File: src/rtl/ofdm_rx_cp_strip.sv
// rtl/ofdm_rx_cp_strip.sv - OFDM receive cyclic-prefix strip and offset-binary to complex packer
module ofdm_rx_cp_strip #(
  parameter int NFFT   = 16,
  parameter int CP_LEN = 2,
  parameter int W      = 16
) (
  input  logic           aclk,
  input  logic           aresetn,
  input  logic [W-1:0]   s_axis_data_tdata,
  input  logic           s_axis_data_tvalid,
  input  logic           s_axis_data_tlast,
  output logic           s_axis_data_tready,
  output logic [2*W-1:0] m_axis_data_tdata,
  output logic [7:0]     m_axis_data_tuser,
  output logic           m_axis_data_tvalid,
  output logic           m_axis_data_tlast,
  input  logic           m_axis_data_tready,
  output logic [15:0]    symbol_count,
  output logic           align_error
);

  typedef enum logic {CP_SKIP = 1'b0, DATA = 1'b1} state_t;

  localparam logic [7:0] CP_LAST   = 8'(CP_LEN - 1);
  localparam logic [7:0] NFFT_LAST = 8'(NFFT - 1);

  state_t     state, state_nxt;
  logic [7:0] cnt, cnt_nxt;
  logic       accept, load, err_nxt;
  logic       at_cp_end, at_data_end;

  // Ready is held low throughout reset; in DATA it follows the single output slot.
  assign s_axis_data_tready = aresetn &
                              ((state == CP_SKIP) | ~m_axis_data_tvalid | m_axis_data_tready);
  assign accept      = s_axis_data_tvalid & s_axis_data_tready;
  assign at_cp_end   = (cnt == CP_LAST);
  assign at_data_end = (cnt == NFFT_LAST);

  always_ff @(posedge aclk or negedge aresetn) begin
    if (!aresetn) begin
      state <= CP_SKIP;
      cnt   <= '0;
    end else begin
      state <= state_nxt;
      cnt   <= cnt_nxt;
    end
  end

  always_comb begin
    state_nxt = state;
    cnt_nxt   = cnt;
    case (state)
      CP_SKIP: begin
        if (accept) begin
          if (s_axis_data_tlast || at_cp_end) cnt_nxt = '0;
          else                                cnt_nxt = cnt + 8'd1;
          if (!s_axis_data_tlast && at_cp_end) state_nxt = DATA;
        end
      end
      DATA: begin
        if (accept) begin
          if (s_axis_data_tlast || at_data_end) begin
            cnt_nxt   = '0;
            state_nxt = CP_SKIP;
          end else begin
            cnt_nxt = cnt + 8'd1;
          end
        end
      end
      default: begin
        state_nxt = CP_SKIP;
        cnt_nxt   = '0;
      end
    endcase
  end

  // A framing error is any disagreement between s_tlast and the locally counted symbol end.
  always_comb begin
    load    = 1'b0;
    err_nxt = 1'b0;
    case (state)
      CP_SKIP: err_nxt = accept & s_axis_data_tlast;
      DATA: begin
        load    = accept;
        err_nxt = accept & (s_axis_data_tlast ^ at_data_end);
      end
      default: begin
        load    = 1'b0;
        err_nxt = 1'b0;
      end
    endcase
  end

  always_ff @(posedge aclk or negedge aresetn) begin
    if (!aresetn) begin
      m_axis_data_tdata  <= '0;
      m_axis_data_tuser  <= '0;
      m_axis_data_tvalid <= 1'b0;
      m_axis_data_tlast  <= 1'b0;
      symbol_count       <= '0;
      align_error        <= 1'b0;
    end else begin
      align_error <= err_nxt;
      if (load) begin
        m_axis_data_tdata  <= {{W{1'b0}}, ~s_axis_data_tdata[W-1], s_axis_data_tdata[W-2:0]};
        m_axis_data_tuser  <= cnt;
        m_axis_data_tlast  <= at_data_end | s_axis_data_tlast;
        m_axis_data_tvalid <= 1'b1;
      end else if (m_axis_data_tready) begin
        m_axis_data_tvalid <= 1'b0;
      end
      if (load && at_data_end) symbol_count <= symbol_count + 16'd1;
    end
  end

endmodule

File: config.mk
export PLATFORM = sky130hd
export DESIGN_NAME = ofdm_rx_cp_strip
export DESIGN_NICKNAME = d
export VERILOG_FILES = /design/src/rtl/ofdm_rx_cp_strip.sv
export SDC_FILE = /design/constraint.sdc
export NUM_CORES = 1
export LEC_CHECK = 0
export ABC_CLOCK_PERIOD_IN_PS = 5800
export CAP_MARGIN = 20
export CORE_MARGIN = 2
export CORE_UTILIZATION = 49
export CTS_CLUSTER_SIZE = 24
export DETAILED_ROUTE_END_ITERATION = 10
export GPL_TIMING_DRIVEN = 0
export MAX_ROUTING_LAYER = met4
export PLACE_DENSITY = 0.84
export REMOVE_ABC_BUFFERS = 1
export SYNTH_ARGS = -nofsm -noshare
export SYNTH_HDL_FRONTEND = slang
export SYNTH_SLANG_ARGS = --single-unit
File: constraint.sdc
create_clock -name aclk -period 5.8 [get_ports aclk]
set_clock_uncertainty 0.05 [all_clocks]
set_input_delay 1.16 -clock aclk [delete_from_list [all_inputs] [get_ports aclk]]
set_output_delay 1.16 -clock aclk [all_outputs]
set_load 0.01 [all_outputs]
# Yosys cells after proc, flatten, opt, wreduce, memory -nomap -nowiden
# Index checks and enable logic that the tools add are counted.
# word_totals
reg_bits	52
ram_bits	0
romBits	0
out_inout_bits	60
mem_count	0
latch_bits	0
word_cells	46
# classes
muxes	14
bitwise	11
reduce_logical	7
shifts	0
n_lt_le_gt_ge	0
add_sub_neg	2
multipliers	0
div_mod_pow	0
eq_ne	4
# ops
op	n
8-bit 2-to-1 mux	4
16-bit by 1-bit adder with 16-bit output (second input constant)	1
8-bit one-hot mux with 2 select lines	1
8-bit by 1-bit adder with 8-bit output (second input constant)	1
8-bit by 1-bit equality test with 1-bit output (second input constant)	1
8-bit by 4-bit equality test with 1-bit output (second input constant)	1
1-bit 2-to-1 mux	7
1-bit AND	4
1-bit one-hot mux with 2 select lines	2
1-bit inverter	3
1-bit OR	3
1-bit logical AND	2
1-bit logical OR	2
2-bit by 1-bit != test with 1-bit output (second input constant)	1
2-bit != test (second input constant)	1
2-bit AND reduction	1
2-bit nonzero test	1
1-bit zero test	1
1-bit bitwise XOR	1

# Longest topological paths before layout
# logic_depth
word_depth	7
mapped_depth	10
mapped_depth_nobuf	9

# Worst setup path before layout
# OpenSTA, ideal clock, no wires.
# synth_timing
path_kind	input-to-output
from	in m_axis_data_tready
to	out s_axis_data_tready
arrival_ps	1669
slack_ps	2921
path_buffers	1
cell_stages	3
path_cell_list	and3b_1 -> clkbuf_1 -> nor2b_1
# synth_via
elab_chain_len	2
# synth_rtl
item	line	source
start, declared	17	input logic m_axis_data_tready,
1-bit OR	34	((state == CP_SKIP) | ~m_axis_data_tvalid | m_axis_data_tready);
1-bit AND	33	assign s_axis_data_tready = aresetn &
end, declared	12	output logic s_axis_data_tready,
# No other way between the ends.

# Worst setup path after layout
# Ends and elaborated chain as after synthesis.

==> impl_metrics.env <==
export IMPL_fin_crit_ps=3800
export IMPL_cts_buffer_depth=2
export IMPL_sw_frac_of_total=0.305
export IMPL_clock_latency_ps=310
export IMPL_io_pins=81
export IMPL_io_buffers=64
export IMPL_cts_sinks=52
export IMPL_wl_per_cell_um=13.6
export IMPL_dpl_cell_count=384
export IMPL_pwr_share_seq=0.462
export IMPL_nets=350
export IMPL_post_cts_buffers=0
export IMPL_worstSetupPathType="input port to output port"
export IMPL_leakage_nw=1.50
export IMPL_fillCellCount=391
export IMPL_comb_power_share=0.310
export IMPL_via_count=1999
export IMPL_ir_drop_v=0.000163
export IMPL_synth_area_per_cell_sq_um=9.46
export IMPL_postRouteAntennaNets=0
export IMPL_cp_required_ps=4590
export IMPL_drt_wl_total_um=5350
export IMPL_power_w=0.00108
export IMPL_ctsHoldBuffers=0
export IMPL_slew_violations=0
export IMPL_ys_warn_count=0
export IMPL_dieHeight_um=75.4
export IMPL_p_switching_w=0.000330
export IMPL_globalRouteTotalUtil=0.206
export IMPL_rr_worst_depth=6
export IMPL_r2r_setup_slack_ps=3040
export IMPL_die_area_sq_mm=0.00568
export IMPL_finalWorstSetupSlack_ps=2000
export IMPL_r2r_start="cnt[4]"
export IMPL_powerDensity_mw_per_mm2=334
export IMPL_synth_cell_types=35
export IMPL_grt_pass1_wl_um=8650
export IMPL_drt_first_iter_violations=113
export IMPL_holdWs_ps=429
export IMPL_cts_root_buf="clkbuf_8"
export IMPL_crit_path_start_kind="input port"
export IMPL_hold_path_class="flop to flop"
export IMPL_holdPathEnd="symbol_count[15]"
export IMPL_maxSlewHeadroom=0.361
export IMPL_cts_made_buffers=5
export IMPL_grt_max_degree=43
export IMPL_synth_area_sq_mm=0.00250
export IMPL_cp_arrival_ps=2590
export IMPL_multi_input_comb_area_sq_mm=0.00107
export IMPL_dpl_hpwl_um=3890
export IMPL_layout_cells_non_filler=392
export IMPL_regToRegEndpoint="cnt[5]"
export IMPL_tightest_slew_ps=949
export IMPL_cap_violations=0
export IMPL_hp_start="symbol_count[15]"
export IMPL_final_setup_viol_count=0
export IMPL_cts_resized=0
export IMPL_pwr_share_clk=0.227
export IMPL_worstPathMaxFanout=8
export IMPL_drc=0
export IMPL_first_pass_iters=6
export IMPL_grt_pass1_vias=1936
export IMPL_n_antenna_cell=0
export IMPL_coreArea_sq_mm=0.00482
export IMPL_period_share=0.656
export IMPL_die_x_um=75.4
export IMPL_intPower_w=0.000753
export IMPL_cts_tree="built"
export IMPL_rsz0062_at_grt="no"
export IMPL_gp_congestion=0.819
export IMPL_final_hold_viol_count=0
export IMPL_grt_antenna_before_repair=0
export IMPL_dp_slack_ps=2020
export IMPL_num_rows=25
export IMPL_grt_overflow_total=0
export IMPL_outcome="finished clean"
export IMPL_mostFrequentLayoutCells="nand2_1, clkdlybuf4s50_1, dfrtp_1"
export IMPL_synthCells=264
export IMPL_synth_seq_cells=52
export IMPL_vias_per_cell=5.10
export IMPL_min_path_cells=1
export IMPL_ys_seq_area_frac=0.521
export IMPL_drive_gt1_frac=0.0523
export IMPL_area_delta_synth_final_pct=29.9
export IMPL_fmax_ghz=0.263
export IMPL_setup_tns_ps=0
export IMPL_seqCellArea_sq_mm=0.00130
export IMPL_clkTransAtPathRegs_ps=90
export IMPL_initial_utilization=0.518
export IMPL_htree_levels=2
export IMPL_final_common_cell="nand2_1"
export IMPL_end_kind="output port"
==> state kept, by name (all words and copies together) (netlist names) <==
| name | cells |
|---|---|
| align_error | 1 |
| cnt | 8 |
| m_axis_data_tdata | 16 |
| m_axis_data_tlast | 1 |
| m_axis_data_tuser | 8 |
| m_axis_data_tvalid | 1 |
| state | 1 |
| symbol_count | 16 |
==> critical path, cell delays in order <==
cell and delay [ps]:
clkdlybuf4s50_1 470, and3b_1 270, nor2b_1 150, clkdlybuf4s50_1 550
==> how the worst max path moves through the flow <==
| stage | startpoint | end | slack (ps) |
|---|---|---|---|
| 5_1_grt | m_axis_data_tready | s_axis_data_tready | 1900 |
| 2_1_floorplan | m_axis_data_tready | s_axis_data_tready | 3000 |
| 3_5_place_dp | m_axis_data_tready | s_axis_data_tready | 2020 |
| 3_3_place_gp | aresetn | m_axis_data_tdata[11] | 290 |
| 6_report | m_axis_data_tready | s_axis_data_tready | 2000 |
| 4_1_cts | m_axis_data_tready | s_axis_data_tready | 2000 |
==> Yosys cell counts, drive strengths merged <==
master  count  share of area
buf        16          0.048
o21ai       5          0.010
nor2       13          0.020
nor4b       2         0.0070
ha          5          0.025
inv         6         0.0090
nor3b       2         0.0060
conb        1         0.0015
or2         2         0.0050
a221oi      2          0.014
a211oi      1         0.0030
nor3        4         0.0080
nand2b      1         0.0025
and3        2         0.0050
xnor2      19          0.067
and4        2         0.0070
a21oi       1         0.0020
mux2        1         0.0045
or4b        1         0.0055
xor2        1         0.0035
clkbuf     11          0.017
nor2b       3         0.0075
o211ai      1         0.0030
nand3      10          0.020
nand4      12          0.030
and3b       1         0.0035
dfrtp      52           0.52
and2        2         0.0050
or4         1         0.0045
nand2      79           0.12
o41ai       1         0.0035
nor4        4          0.013
==> power groups by stage <==
| stage | combinational (W) | sequential (W) | clock [W] |
|---|---|---|---|
| final | 0.000336 | 0.000500 | 0.000246 |
| after global placement | 0.000323 | 0.000502 | 0 |
| after floorplan | 0.000107 | 0.000536 | 0 |
| after global routing | 0.000373 | 0.000511 | 0.000264 |
| after CTS | 0.000341 | 0.000500 | 0.000250 |
| after detailed placement | 0.000340 | 0.000508 | 0 |
==> cells by family (layout without fill, tap and decap cells) <==
logic type,after synthesis,in the layout,share of synthesized area
AO/OA/AOI/OAI,11,11,0.0356
XOR/XNOR,20,20,0.0702
adder cells (fa/ha/maj),5,5,0.0251
buffers and inverters,33,79,0.0742
flip-flops,52,52,0.521
multiplexers,1,1,0.00451
other,1,16,0.00150
AND/OR/NAND/NOR,141,141,0.268
==> metrics by stage <==
| stage | util | area [sq um] |
|---|---|---|
| after floorplan | - | 2390 |
| after global placement | 0.646 | 3110 |
| after detailed placement | 0.650 | 3130 |
| after CTS | 0.673 | 3240 |
| after global routing | 0.673 | 3240 |
| final | 0.673 | 3240 |
==> per-layer routing <==
layer / up-vias / track usage / part of all wire
li1: 954 / - / -
met1: 963 / 0.252 / 0.43
met2: 73 / 0.334 / 0.49
met3: 9 / 0.0489 / 0.058
met4: 0 / 0.0760 / 0.019
met5: - / - / 0
==> cell type report <==
type	instances	share of cell area
clock buffers	5	0.0212
inverters	6	0.00694
multi-input cells	194	0.329
repair buffers	65	0.202
well taps	67	0.0258
flip-flops and latches	52	0.401
clock inverters	3	0.0131
(Power assumes the default switching activity.)
